$ cat config.mk
export PLATFORM = sky130hd
export DESIGN_NAME = seq_blinker
export DESIGN_NICKNAME = d
export VERILOG_FILES = /design/src/rtl/simon_pkg.sv /design/src/rtl/blink_timer.sv /design/src/rtl/seq_blinker.sv
export SDC_FILE = /design/constraint.sdc
export NUM_CORES = 1
export LEC_CHECK = 0
export ABC_AREA = 1
export BUFFER_PORTS_ARGS = -buffer_cell sky130_fd_sc_hd__buf_2
export CAP_MARGIN = 10
export CORE_UTILIZATION = 50
export DETAILED_ROUTE_END_ITERATION = 8
export GPL_TIMING_DRIVEN = 0
export PLACE_DENSITY = 0.7
export SYNTH_ARGS = -nofsm -noshare
export SYNTH_HDL_FRONTEND = slang
export SYNTH_HIERARCHICAL = 1
export SYNTH_SLANG_ARGS = --single-unit
$ cat constraint.sdc
create_clock -name clk -period 2.25 [get_ports clk]
set_input_delay 0.1125 -clock clk [delete_from_list [all_inputs] [get_ports clk]]
set_output_delay 0.1125 -clock clk [all_outputs]
set_load 0.05 [all_outputs]
$ cat src/rtl/simon_pkg.sv
// Shared constants and types for the Simon-style game blocks.
//  NUM_LEDS  : number of LEDs / colour codes that light an LED
//  COLOR_W   : width of one pattern-memory entry
//  LEVEL_W   : width of level values and pattern-memory addresses
//  MAX_LEVEL : highest playable level; larger requests are clamped
//  blink_state_t : playback FSM states for seq_blinker
package simon_pkg;

    localparam int NUM_LEDS  = 4;
    localparam int COLOR_W   = 2;
    localparam int LEVEL_W   = 4;
    localparam int MAX_LEVEL = 10;

    typedef enum logic [2:0] {
        ST_IDLE  = 3'd0,
        ST_FETCH = 3'd1,
        ST_LATCH = 3'd2,
        ST_ON    = 3'd3,
        ST_OFF   = 3'd4,
        ST_DONE  = 3'd5
    } blink_state_t;

    // Counter width able to hold the longer interval minus one; never below 1 bit.
    function automatic int timer_width(input int on_cycles, input int off_cycles);
        int longest;
        longest = (on_cycles > off_cycles) ? on_cycles : off_cycles;
        return (longest > 1) ? $clog2(longest) : 1;
    endfunction

endpackage

$ cat src/rtl/blink_timer.sv
// Loadable down-counter shared by the ON and OFF intervals of seq_blinker.
//  clk   in  : system clock
//  reset in  : asynchronous active-low reset (count clears to 0)
//  load  in  : load 'value' on the next edge (takes priority over counting)
//  value in  : W-bit reload value (interval length minus one)
//  zero  out : registered flag, high while the count is 0
// The counter stops at 0 rather than wrapping, so a stale count is harmless.
module blink_timer #(
    parameter int W = 2
) (
    input  logic         clk,
    input  logic         reset,
    input  logic         load,
    input  logic [W-1:0] value,
    output logic         zero
);

    logic [W-1:0] count_r;
    logic [W-1:0] count_nxt_s;
    logic         zero_r;

    // Next count: reload, otherwise decrement and hold at zero.
    always_comb begin
        count_nxt_s = count_r;
        if (load) begin
            count_nxt_s = value;
        end else if (count_r != {W{1'b0}}) begin
            count_nxt_s = count_r - W'(1'b1);
        end else begin
            count_nxt_s = count_r;
        end
    end

    // Count register with a registered zero flag derived from the next count.
    always_ff @(posedge clk or negedge reset) begin
        if (!reset) begin
            count_r <= {W{1'b0}};
            zero_r  <= 1'b1;
        end else begin
            count_r <= count_nxt_s;
            zero_r  <= (count_nxt_s == {W{1'b0}});
        end
    end

    assign zero = zero_r;

endmodule

$ cat src/rtl/seq_blinker.sv
// Plays the stored colour sequence back on the LEDs, one LED per memory entry.
//  clk          in  : system clock
//  reset        in  : asynchronous active-low reset
//  on_blinker   in  : enable from the game FSM, high for the whole blink phase
//  level        in  : number of entries to play, sampled at start, clamped to MAX_LEVEL
//  mem_addr     out : pattern memory read address (data returns one clock later)
//  mem_data     in  : pattern memory read data (colour code)
//  leds         out : one-hot LED drive, zero when dark
//  blinker_done out : sequence finished, held while on_blinker stays high
// Each entry costs FETCH + LATCH + ON_CYCLES + OFF_CYCLES clocks. Dropping
// on_blinker anywhere outside IDLE abandons the sequence on the next edge.
module seq_blinker
    import simon_pkg::*;
#(
    parameter int ON_CYCLES  = 25_000_000,
    parameter int OFF_CYCLES = 12_500_000
) (
    input  logic                clk,
    input  logic                reset,
    input  logic                on_blinker,
    input  logic [LEVEL_W-1:0]  level,
    output logic [LEVEL_W-1:0]  mem_addr,
    input  logic [COLOR_W-1:0]  mem_data,
    output logic [NUM_LEDS-1:0] leds,
    output logic                blinker_done
);

    localparam int                   TIMER_W   = timer_width(ON_CYCLES, OFF_CYCLES);
    localparam logic [TIMER_W-1:0]   ON_LOAD   = TIMER_W'(ON_CYCLES - 1);
    localparam logic [TIMER_W-1:0]   OFF_LOAD  = TIMER_W'(OFF_CYCLES - 1);
    localparam logic [LEVEL_W-1:0]   LEVEL_MAX = LEVEL_W'(MAX_LEVEL);

    // Colour code to one-hot LED pattern; codes with no LED give all zeros.
    function automatic logic [NUM_LEDS-1:0] color_onehot(input logic [COLOR_W-1:0] color);
        logic [NUM_LEDS-1:0] onehot;
        onehot = {NUM_LEDS{1'b0}};
        for (int i = 0; i < NUM_LEDS; i++) begin
            if (color == COLOR_W'(i)) begin
                onehot[i] = 1'b1;
            end else begin
                onehot[i] = 1'b0;
            end
        end
        return onehot;
    endfunction

    blink_state_t        state_r,  state_nxt_s;
    logic [LEVEL_W-1:0]  idx_r,    idx_nxt_s;
    logic [LEVEL_W-1:0]  len_r,    len_nxt_s;
    logic [COLOR_W-1:0]  color_r,  color_nxt_s;
    logic [LEVEL_W-1:0]  addr_r,   addr_nxt_s;
    logic [NUM_LEDS-1:0] leds_r,   leds_nxt_s;
    logic                done_r,   done_nxt_s;

    logic [LEVEL_W-1:0]  clamped_s;
    logic [LEVEL_W-1:0]  idx_plus1_s;
    logic                tmr_load_s;
    logic [TIMER_W-1:0]  tmr_value_s;
    logic                tmr_zero_s;

    assign clamped_s   = (level > LEVEL_MAX) ? LEVEL_MAX : level;
    assign idx_plus1_s = idx_r + LEVEL_W'(1'b1);

    blink_timer #(
        .W (TIMER_W)
    ) u_timer (
        .clk   (clk),
        .reset (reset),
        .load  (tmr_load_s),
        .value (tmr_value_s),
        .zero  (tmr_zero_s)
    );

    // Next-state and next-output logic; outputs are registered one edge later.
    always_comb begin
        state_nxt_s = state_r;
        idx_nxt_s   = idx_r;
        len_nxt_s   = len_r;
        color_nxt_s = color_r;
        addr_nxt_s  = addr_r;
        leds_nxt_s  = {NUM_LEDS{1'b0}};
        done_nxt_s  = 1'b0;
        tmr_load_s  = 1'b0;
        tmr_value_s = ON_LOAD;

        if ((state_r != ST_IDLE) && !on_blinker) begin
            // Abort: no partial done, LEDs go dark with the state change.
            state_nxt_s = ST_IDLE;
            addr_nxt_s  = {LEVEL_W{1'b0}};
        end else begin
            case (state_r)
                ST_IDLE: begin
                    addr_nxt_s = {LEVEL_W{1'b0}};
                    if (on_blinker) begin
                        len_nxt_s = clamped_s;
                        idx_nxt_s = {LEVEL_W{1'b0}};
                        if (clamped_s == {LEVEL_W{1'b0}}) begin
                            state_nxt_s = ST_DONE;
                            done_nxt_s  = 1'b1;
                        end else begin
                            state_nxt_s = ST_FETCH;
                        end
                    end else begin
                        state_nxt_s = ST_IDLE;
                    end
                end
                ST_FETCH: begin
                    // Address was presented on entry; data arrives during LATCH.
                    state_nxt_s = ST_LATCH;
                end
                ST_LATCH: begin
                    color_nxt_s = mem_data;
                    tmr_load_s  = 1'b1;
                    tmr_value_s = ON_LOAD;
                    leds_nxt_s  = color_onehot(mem_data);
                    state_nxt_s = ST_ON;
                end
                ST_ON: begin
                    if (tmr_zero_s) begin
                        tmr_load_s  = 1'b1;
                        tmr_value_s = OFF_LOAD;
                        state_nxt_s = ST_OFF;
                    end else begin
                        leds_nxt_s  = color_onehot(color_r);
                    end
                end
                ST_OFF: begin
                    if (tmr_zero_s) begin
                        if (idx_plus1_s == len_r) begin
                            state_nxt_s = ST_DONE;
                            done_nxt_s  = 1'b1;
                        end else begin
                            idx_nxt_s   = idx_plus1_s;
                            addr_nxt_s  = idx_plus1_s;
                            state_nxt_s = ST_FETCH;
                        end
                    end else begin
                        state_nxt_s = ST_OFF;
                    end
                end
                ST_DONE: begin
                    done_nxt_s = 1'b1;
                end
                default: begin
                    state_nxt_s = ST_IDLE;
                    addr_nxt_s  = {LEVEL_W{1'b0}};
                end
            endcase
        end
    end

    // FSM state register.
    always_ff @(posedge clk or negedge reset) begin
        if (!reset) begin
            state_r <= ST_IDLE;
        end else begin
            state_r <= state_nxt_s;
        end
    end

    // Sequence bookkeeping and registered outputs.
    always_ff @(posedge clk or negedge reset) begin
        if (!reset) begin
            idx_r   <= {LEVEL_W{1'b0}};
            len_r   <= {LEVEL_W{1'b0}};
            color_r <= {COLOR_W{1'b0}};
            addr_r  <= {LEVEL_W{1'b0}};
            leds_r  <= {NUM_LEDS{1'b0}};
            done_r  <= 1'b0;
        end else begin
            idx_r   <= idx_nxt_s;
            len_r   <= len_nxt_s;
            color_r <= color_nxt_s;
            addr_r  <= addr_nxt_s;
            leds_r  <= leds_nxt_s;
            done_r  <= done_nxt_s;
        end
    end

    assign mem_addr     = addr_r;
    assign leds         = leds_r;
    assign blinker_done = done_r;

endmodule

After elaboration in Yosys (flattened, before gate mapping) --
Index checks and enable logic that the tools add are counted.
Storage, ports and cells: logic and storage cells 88, bits of input ports 9, bits in registers 48, output and inout bits 9
Cells by class: bitwise operators 1, mux-type cells 39, reduce and logical (&&, ||, !) cells 16, equality and inequality tests 20, add/sub/neg operators 2, $lt $le $gt $ge 1
Operators with widths (number):
- 25-bit two-way mux | 5
- 4-bit two-way mux | 7
- 25-bit zero test | 1
- 25-bit nonzero test | 1
- 25-bit by 1-bit subtractor with 25-bit output, second input constant | 1
- 4-bit case mux with 2 select lines | 3
- 3-bit two-way mux | 6
- 3-bit case mux with 6 select lines | 1
- 1-bit two-way mux | 15
- 2-bit equality test, second input constant | 4
- 3-bit by 2-bit equality test with 1-bit output, second input constant | 2
- 3-bit equality test, second input constant | 2
- 2-bit != test, second input constant | 3
- 3-bit by 2-bit != test with 1-bit output, second input constant | 2
- 3-bit AND reduction | 2
- 5-bit AND reduction | 1
- 4-bit by 1-bit adder with 4-bit output, second input constant | 1
- 2-bit by 1-bit equality test with 1-bit output, second input constant | 2
- 4-bit equality test | 1
- 4-bit greater-than comparator, second input constant | 1
- 2-bit zero test | 2
- 4-bit zero test | 1
- 2-bit by 1-bit != test with 1-bit output, second input constant | 2
- 2-bit AND reduction | 2
- other kinds (11) | 11

Depth between registers and ports, before layout --
Gate-level depths: netlist of run 1.
depth in word-level cells 7, mapped depth 16

Cells and area by module --
Netlist of run 1, hierarchy kept.
Modules (own cells, without submodules):
- blink_timer | area an instance 1921.8 um^2, cells each 306, sequential area each 651.9 um^2, times used 1
- seq_blinker | area an instance 1295.0 um^2, cells each 165, sequential area each 550.5 um^2, times used 1

Worst setup path after synthesis of run 1 --
OpenSTA, ideal clock, no wires.
path kind reg-to-reg, start register state_r[0], end register u_timer.zero_r (netlist: u_timer/zero), stages on the path, launching flop included 17, setup time 74 ps, path slack 46 ps, arrival 2131 ps, path buffers 2, path through dfrtp_1 > nor2_4 > nand2_4 > inv_2 > nor2_8 > nor2_1 > inv_1 > nand2_1 > clkbuf_1 > clkbuf_1 > nand2_1 > nand2_1 > nor2_1 > nand2_1 > nor2_1 > nand2_1 > nor2_1
On the way: cells in the longest elaborated chain, start to end 5, elaborated cells between the ends (all ways) 10
RTL lines:
- start, declared | line seq_blinker.sv:47 | blink_state_t state_r, state_nxt_s;
- start signal, assigned | line seq_blinker.sv:157 | state_r <= state_nxt_s;
- 3-bit by 2-bit equality test with 1-bit output / 3-bit nonzero test (equally long branches) | line seq_blinker.sv:91, seq_blinker.sv:86
- 25-bit two-way mux / 1-bit logical AND (equally long branches) | line seq_blinker.sv:91, seq_blinker.sv:86
- 25-bit two-way mux * | line seq_blinker.sv:86 | if ((state_r != ST_IDLE) && !on_blinker) begin
- via tmr_value_s[10] | line seq_blinker.sv:58 | logic [TIMER_W-1:0] tmr_value_s;
- 25-bit two-way mux * | line blink_timer.sv:25 | if (load) begin
- 25-bit zero test * | line blink_timer.sv:41 | zero_r <= (count_nxt_s == {W{1'b0}});
- end signal, assigned | line blink_timer.sv:41
- end, declared | line blink_timer.sv:20 | logic zero_r;
Mark *: on every way through the listed nets, which the timed path passes. The rest lies on a longest branch. A chain may end at the register's enable or synchronous reset.

Final worst setup path of run 1 --
start register state_r[2], end register u_timer.zero_r (netlist: u_timer/zero)
Same word-level chain as after synthesis.

==> results of run 1 <==
==> final timing paths <==
path	end	slack (ns)	start
setup reg to reg	u_timer/zero	0.12	state_r[2]
hold / removal	len_r[2]	0.08	level[2]
setup / recovery	u_timer/zero	0.12	state_r[2]
max in group asynchronous	u_timer/zero	1.31	reset
hold reg to reg	mem_addr[3]	0.50	mem_addr[3]
min in group asynchronous	blinker_done	0.33	reset
==> area by class of cell <==
| type | instances | area, um2 |
|---|---|---|
| buffer | 7 | 56.30 |
| clock buffer | 7 | 76.32 |
| clock inverter | 1 | 5.005 |
| fill | 589 | 2385 |
| inverter | 57 | 221.5 |
| multi-input combinational | 373 | 1851 |
| sequential | 48 | 1205 |
| tap | 75 | 93.84 |
| timing repair buffer | 26 | 167.7 |
==> timing repair <==
item / in CTS / in global routing
endpoints found under the setup margin: 26 / 1
gates cloned: 0 / 0
setup buffers: 4 / 3
hold endpoints to repair: 0 / 24
hold buffers: 0 / 1
gates resized for setup: 11 / 17
pin swaps: 1 / 6
==> worst min-delay path, cell delays in order <==
cell and delay [ns]:
buf_2 0.11, nand2_1 0.06, o21ai_1 0.06
==> cells by family after synthesis <==
| logic type | after synthesis | synth area share |
|---|---|---|
| DFF | 48 | 0.3738 |
| and+or+nand+nor | 329 | 0.4827 |
| xor gates and xnor gates | 8 | 0.02178 |
| buffers and inverters | 64 | 0.08051 |
| other | 2 | 0.002335 |
| AOI/OAI and AO/OA | 18 | 0.03112 |
| adders and majority gates | 2 | 0.007778 |
==> placed cells by master (no fill, tap or decap), drive strengths merged, types with 6 or more instances in the layout <==
cell type and instances:
nand3b 7, a21oi 8, buf 31, nor2 71, nand3 58, inv 57
clkbuf 8, o21ai 8, or2 6, xor2 6, nand2 169, dfrtp 47
nand4 15, conb 16
==> per-stage QoR <==
| step | util | power [W] | TNS (ns) |
|---|---|---|---|
| floorplan | - | 0.003057 | 0 |
| CTS | 0.5908 | 0.004094 | 0 |
| finish | 0.6065 | 0.004176 | 0 |
| global route | 0.6065 | 0.004572 | 0 |
| detailed placement | 0.5690 | 0.003526 | -6.320 |
| global placement | 0.5690 | 0.003473 | -5.732 |
==> state kept, by name, summed over array words and instances (netlist names) <==
name,cells
u_timer/count_r,25
idx_r,4
leds,4
len_r,4
mem_addr,4
state_r,3
color_r,2
blinker_done,1
u_timer/zero,1
==> power breakdown <==
group          internal (W)  switching [W]
clock              0.000219       0.000290
combinational      0.000775        0.00141
sequential          0.00118       0.000307
total               0.00217        0.00201
==> metal layers <==
layer / vias to the layer above / part of all wire / global-route usage
met5: - / 0 / 0
met4: 0 / 0.016 / 0.07368
met3: 13 / 0.038 / 0.03956
met2: 68 / 0.50 / 0.4479
met1: 1386 / 0.44 / 0.3041
li1: 1566 / - / -
==> run metrics, run 1 <==
largest net degree at the start of global routing 49; Slowest-stage cell, CP dfrtp_1; RSZ-0062 raised after global routing no; Cell Chain, Critical Path buf_4 -> nor2_4 -> nand2_2 -> nor2_4 -> inv_4 -> nand2_2 -> inv_2 -> buf_6 -> or2_2 -> nand2_2 -> nand2_1 -> nor2_1 -> nand3_1 -> nor2_2; Nets 529; cell area after synthesis 0.003217 mm2; Worst path depth 14; fin area ~0.0037 mm2; status finished clean; Hold Crit Depth 3; max frequency 0.4705 GHz; Ant. Diodes 0; P_leak 1.969 nW; Tightest Pin Transition 0.5784 ns; CTS sink count 48; Slew HR 0.6144; H-Tree Level Count 2; number of max-cap violations 0; Port Buffers 17; PwrDens 1136 mW/mm2; DR vias/cell 5.106; Final HPWL DP 5639 um; clk root buf clkbuf_8; global-route wire length before repair 12730 um; crit-path max cell delay 0.41 ns; final worst path period need ~2.1 ns; WS Path Type register to register; Crit path top cell by count nand2_2; startpoint types register; synth-to-layout area growth 14.27%; ys flop type dfrtp_1; total gr overflow 0; Synth area leaders dfrtp_1 (37%), nand2_1 (18%), nand3_1 (8.6%); Yosys warning total 6; register bit total from synthesis 48; number of placement rows 28; Fin. Hold Viols 0; maximum vdd ir drop 0.7945 mV; number of library cell types mapped by synthesis 33; vias in the first global route 2942; Slew Viols, Final 0; most numerous cell in the Yosys netlist nand2_1; DIE WIDTH 82.21 um; initial antenna violation count 0; dominant delay contributor by cell family on the critical path simple AND/OR/NAND/NOR gates; Critical Path RT 2.48 ns; Core Box Area 0.006061 mm2; Inserted Clock Buffers 5; top-level port count 18; Total Wirelength 7540 um; # setup viols final 0; die area just under 0.007 mm2; sequential share of the synthesized area 0.3738; period utilization 0.9446; Worst Skew around 0.011 ns; Post-synth top cells nand2_1 (156), nor2_1 (58), nand3_1 (55); placed insts 577; routability congestion estimate slightly above 0.9; Reg clk slew, reported paths ~0.090 ns; Initial Utilization 0.5308; vias 3033; Buf/Inv on CP 4; post-route ant nets 0; Crit. End Element register; DR iter-0 viols 170; top cell type's share of synthesized area 0.3656; later-pin clock latency in the skew report 0.30 ns; total track usage 0.2490; DP Worst Slack -0.8889 ns; share of layout cells above drive strength 1 0.1830; routed len/inst 12.69 um; Synth Instances ~470; number of synthesized flops with an enable pin 0; final non-filler cell total between 500 and 600; critical path peak fanout 10; DRC viols 0; post-synthesis async set-or-reset flop share 1.000; Die Y-Extent a little over 80 um; CTS tree built; Hold/Removal Path Class input port to register; final worst slack 0.1246 ns; syn avg cell area 6.830 um2; final hold slack 0.07834 ns; leading area contributor after synthesis dfrtp_1; CTS Buffer Depth 2; DP Area approximately 0.0034 mm2; first-pass iteration count of the detailed router 4; CP arrival 2.36 ns; worst-case reg-to-reg path depth 14
(Power assumes the default switching activity.)
==> inputs of run 2 (changes only) <==
--- a/config.mk
+++ b/config.mk
@@ -14,2 +14,3 @@
 export PLACE_DENSITY = 0.7
+export REMOVE_ABC_BUFFERS = 1
 export SYNTH_ARGS = -nofsm -noshare
==> constraint.sdc (replaced) <==
create_clock -name clk -period 2.25 [get_ports clk]
set_input_delay 0.3375 -clock clk [delete_from_list [all_inputs] [get_ports clk]]
set_output_delay 0.3375 -clock clk [all_outputs]
set_load 0.05 [all_outputs]
==> run metrics, run 2 (same netlist as run 1, synthesis figures left out) <==
internal power 0.002169 W (about the same); total track usage 0.2434 (-0.005638); Net Sw Power 0.002011 W (+0.19%); Switching Share 0.4811 (+0.0005605); startpoint types register; Total Wirelength 7495 um (-0.60%); global-route wire length before repair 12480 um (-2.0%); Fin. Hold Viols 19 (+19); CTS sink count 48 (unchanged); grt met3 use 0.03407 (-0.005495); # fillers 582 (-1.2%); failing checks hold timing; Clk network pwr share 0.120 (-0.002); DR iter-0 viols 171 (+0.59%); status complete, but fails checks; routability congestion estimate 0.8686 (-6.9%); top-level port count 18 (unchanged); Ant. Diodes 0 (unchanged); Final HPWL DP 5316 um (-5.7%); later-pin clock latency in the skew report 0.30 ns (about the same); H-Tree Level Count 2 (unchanged); initial antenna violation count 0 (unchanged); synth-to-layout area growth 14.78%; Port Buffers 17 (unchanged); Core Box Area 0.006061 mm2 (unchanged); CTS Buffer Depth 2 (unchanged); dominant delay contributor by cell family on the critical path simple AND/OR/NAND/NOR gates; Initial Utilization 0.5308 (unchanged); Inserted Clock Buffers 5 (unchanged); global-route met1 utilization 0.2861 (-0.01797); WS Path Type register to register; # setup viols final 0 (unchanged); crit-path max cell delay 0.45 ns (+0.04 ns); DIE WIDTH 82.21 um (unchanged); critical path peak fanout 13 (+3); Reg clk slew, reported paths 0.09 ns (about the same); Nets 528 (-0.19%); period utilization 0.9551 (+0.01043); most common cell after layout, fill and taps aside nand2_1; share of layout cells above drive strength 1 0.1838 (+0.0007081); GRT busiest layer met2; flip-flop count of the largest register after layout 25 (unchanged); Reg power frac 0.356 (about the same); number of max-cap violations 0 (unchanged); routed len/inst 12.66 um (-0.26%); largest net degree at the start of global routing 49 (unchanged); Cell Chain, Critical Path nor2_4 -> nand2_4 -> inv_4 -> nor2_8 -> nor2_4 -> inv_6 -> nand2_8 -> clkinvlp_4 -> buf_6 -> nand3_1 -> nand2_2 -> nor2_2 -> nand2_1 -> nor2_1 -> nand2_1 -> nor2_2; Gate power share 0.524 (about the same); commonest non-fill, non-tap cells in the layout nand2_1 (154), nand3_1 (55), nor2_1 (53); final worst path period need 2.149 ns (+0.02346 ns); clk root buf clkbuf_8; Die Y-Extent 82.21 um (unchanged); Worst Skew 0.01109 ns (+0.0003692 ns); DRC viols 0 (unchanged); routing usage on met2 0.4512 (+0.003306); maximum vdd ir drop 0.6783 mV (-15%); PwrDens 1132 mW/mm2 (-0.36%); max frequency 0.4654 GHz (-1.1%); Crit. End Element register; Hold/Removal Path Class input port to async pin; Final Core Density 0.6092 (+0.002683); Slew Viols, Final 0 (unchanged); Critical Path RT 2.49 ns (about the same); die area 0.006758 mm2 (unchanged); Total Power 0.004180 W (about the same); total gr overflow 0 (unchanged); final hold slack -0.02173 ns (-0.1001 ns); CTS tree built; Buf/Inv on CP 4 (unchanged); placed insts 570 (-1.2%); Biggest register u_timer/count_r; vias 3014 (-0.63%); CP arrival 2.38 ns (+0.02 ns); DR vias/cell 5.091 (-0.29%); number of placement rows 28 (unchanged); P_leak 1.956 nW (-0.66%); first-pass iteration count of the detailed router 4 (unchanged); vias in the first global route 2829 (-3.8%); Slowest-stage cell, CP dfrtp_2; final non-filler cell total 592 (-0.34%); post-route ant nets 0 (unchanged)
[run 2: cell types whose count changed in the layout (fill, tap and decap cells not counted), moves of 3 or more]
cell | previous run | this run
nor2_1 | 56 | 53
buf_4 | 8 | 11
nand2_2 | 14 | 10
nor2_2 | 4 | 9
[run 2: worst register-to-register path, delay by kind of cell (launching register included)]
family        cells  cell delay (ns)
buf+inv           4             0.42
flops             1             0.45
simple gates     12             1.22
[run 2: path summary, 6_finish.rpt]
| check | slack (ns) | end | depth (start not counted) | startpoint |
|---|---|---|---|---|
| worst max-delay path | 0.10 | u_timer/zero | 16 | state_r[0] |
| worst min-delay path | -0.02 | u_timer/count_r[8] | 1 | reset |
| worst max register to register | 0.10 | u_timer/zero | 16 | state_r[0] |
| worst min register to register | 0.50 | mem_addr[0] | 2 | mem_addr[0] |
| max in group asynchronous | 1.67 | u_timer/zero | 2 | reset |
| min in group clk | 0.30 | len_r[2] | 3 | level[2] |
[run 2: power groups by stage]
stage	registers, W	logic, W	clock network [W]
2_1_floorplan	0.00148	0.00156	0
3_3_place_gp	0.00149	0.00196	0
3_5_place_dp	0.00150	0.00200	0
4_1_cts	0.00148	0.00211	0.000520
5_1_grt	0.00153	0.00248	0.000550
6_report	0.00149	0.00219	0.000501
[run 2: per-stage QoR]
step                      cell area (um2)  setup slack [ns]  setup TNS [ns]  hold slack [ns]
after floorplan                      3227           -0.4069         -0.7331          0.04191
after global placement               3406            -1.413          -22.48           0.4804
after detailed placement             3406            -1.415          -22.99           0.4814
after CTS                            3591           0.01098               0           0.2777
after global routing                 3692          -0.01811        -0.01811          0.02044
final                                3692            0.1011               0         -0.02173
[run 2: final cells by class]
| cell class | count | area (um2) | area share |
|---|---|---|---|
| clock buffer | 6 | 72.57 | 0.01965 |
| clock inverter | 1 | 5.005 | 0.001355 |
| inverter | 57 | 227.7 | 0.06167 |
| multi-input combinational | 374 | 1882 | 0.5097 |
| sequential | 48 | 1205 | 0.3263 |
| tap | 75 | 93.84 | 0.02542 |
| timing repair buffer | 30 | 198.9 | 0.05388 |
| timing repair inverter | 1 | 7.507 | 0.002033 |
[run 2: routing by layer]
layer | share of wire | vias to the layer above
met2 | 0.51 | 67
met5 | 0 | -
li1 | - | 1556
met1 | 0.44 | 1377
met3 | 0.033 | 14
met4 | 0.018 | 0
[run 2: repair_timing]
item,CTS,global route
resized for setup,14,9
hold buffers,0,0
endpoints found under the setup margin,26,1
buffers inserted,6,6
cloned,2,0
pin swaps,2,6
==> inputs of run 3 (changes only) <==
- PLACE_DENSITY: 0.7 -> 0.67
- clock period: 2.25 -> 2.18 ns (I/O delays scaled with it)
==> run metrics, run 3 (same netlist as run 1, synthesis figures left out) <==
status complete, but fails checks; failing checks hold timing; final worst slack 0.04438 ns (-0.05674 ns); most common cell after layout, fill and taps aside nand2_1; total gr overflow 0 (unchanged); Register Area 0.001206 mm2 (+0.10%); total track usage 0.2539 (+0.01051); maximum vdd ir drop 0.7068 mV (+4.2%); Hold/Removal Path Class input port to async pin; number of placement rows 28 (unchanged); largest net degree at the start of global routing 49 (unchanged); Crit. End Element register; Reg clk slew, reported paths 0.09 ns (about the same); CTS Buffer Depth 2 (unchanged); initial antenna violation count 0 (unchanged); area occupied by multi-input gates 0.001909 mm2 (+1.5%); Ant. Diodes 0 (unchanged); later-pin clock latency in the skew report 0.30 ns (about the same); DP Worst Slack -1.466 ns (-0.05137 ns); H-Tree Level Count 2 (unchanged); period utilization 0.9796 (+0.02459); CP arrival 2.37 ns (about the same); vias in the first global route 2920 (+3.2%); DIE WIDTH 82.21 um (unchanged); Die Y-Extent 82.21 um (unchanged); Final HPWL DP 5333 um (+0.32%); Port Buffers 17 (unchanged); final hold slack -0.02956 ns (-0.007830 ns); Inserted Clock Buffers 5 (unchanged); WS Path Type register to register; CTS tree built; PwrDens 1179 mW/mm2 (+4.2%); max frequency 0.4682 GHz (+0.62%); clk root buf clkbuf_8; Cell Chain, Critical Path buf_6 -> nand2_4 -> nor2_4 -> nand2_2 -> nor2_4 -> inv_4 -> nand2_8 -> clkinvlp_4 -> buf_12 -> or2_4 -> nand2_2 -> nand2_1 -> nor2_1 -> nand3_1 -> nor2_1; CTS sink count 48 (unchanged); Slew Viols, Final 0 (unchanged); P_leak 2.029 nW (+3.7%); # setup viols final 0 (unchanged); Initial Utilization 0.5308 (unchanged); routed len/inst 13.16 um (+4.0%); Biggest register u_timer/count_r; die area 0.006758 mm2 (unchanged); vias 3032 (+0.60%); share of layout cells above drive strength 1 0.2057 (+0.02196); crit-path max cell delay 0.42 ns (-0.03 ns); global-route wire length before repair 12970 um (+4.0%); DR iter-0 viols 162 (-5.3%); Slowest-stage cell, CP dfrtp_2; # fillers 562 (-3.4%); Total Wirelength 7897 um (+5.4%); top-level port count 18 (unchanged); post-route ant nets 0 (unchanged); Fin. Hold Viols 19 (unchanged); critical path peak fanout 8 (-5); startpoint types register; Critical Path RT 2.41 ns (-0.08 ns); routability congestion estimate 0.8403 (-3.3%); DR vias/cell 5.053 (-0.74%); Core Box Area 0.006061 mm2 (unchanged); DRC viols 0 (unchanged); first-pass iteration count of the detailed router 4 (unchanged); RSZ-0062 raised after global routing yes; final worst path period need 2.136 ns (-0.01326 ns); cts hold-fix bufs 0 (unchanged); synth-to-layout area growth 19.25%; Worst Skew 0.007386 ns (-0.003700 ns); commonest non-fill, non-tap cells in the layout nand2_1 (152), nand3_1 (54), nor2_1 (53); number of max-cap violations 0 (unchanged); flip-flop count of the largest register after layout 25 (unchanged); Nets 535 (+1.3%)
[run 3: layer usage]
layer | global-route usage | share of wire
met4 | 0.07368 | 0.017
met1 | 0.3073 | 0.44
met5 | 0 | 0
met3 | 0.03626 | 0.034
met2 | 0.4636 | 0.51
[run 3: final cells by class]
class / count / share of cell area
inverters: 57 / 0.05871
clock buffers: 8 / 0.02609
repair inverters: 1 / 0.001957
multi-input cells: 374 / 0.4977
well taps: 75 / 0.02446
flip-flops and latches: 48 / 0.3144
repair buffers: 37 / 0.07665
[run 3: metrics by stage]
step / setup TNS (ns) / total power, W / std cells / utilization / area [um2]
after floorplan: -2.278 / 0.003143 / 478 / - / 3227
after global placement: -24.67 / 0.003571 / 570 / 0.5619 / 3406
after detailed placement: -24.45 / 0.003618 / 570 / 0.5619 / 3406
after CTS: 0 / 0.004363 / 591 / 0.6065 / 3676
after global routing: -0.05588 / 0.004930 / 600 / 0.6329 / 3836
final: 0 / 0.004523 / 600 / 0.6329 / 3836
[run 3: report_power, final]
group	switching (W)	internal (W)
sequential	0.000325	0.00121
combinational	0.00152	0.000881
clock	0.000293	0.000290
[run 3: path summary, 6_finish.rpt]
| check | startpoint | end | slack, ns | cells past startpoint |
|---|---|---|---|---|
| max | state_r[0] | u_timer/zero | 0.04 | 15 |
| min | reset | u_timer/count_r[9] | -0.03 | 1 |
| max reg2reg | state_r[0] | u_timer/zero | 0.04 | 15 |
| min reg2reg | mem_addr[3] | mem_addr[3] | 0.50 | 2 |
| max in group asynchronous | reset | u_timer/zero | 1.61 | 2 |
| min in group clk | level[2] | len_r[2] | 0.29 | 3 |
[run 3: repair_timing]
item / 4_1_cts / 5_1_grt
setup endpoints to repair: 26 / 1
buffers inserted: 11 / 7
gates resized for setup: 14 / 17
pin swaps: 5 / 11
cloned: 2 / 1
[run 3: worst max-delay path: cells and delay by family, from the launching register on]
| family | cells | cell delay, ns |
|---|---|---|
| simple gates | 11 | 1.18 |
| flops | 1 | 0.42 |
| buf+inv | 4 | 0.48 |
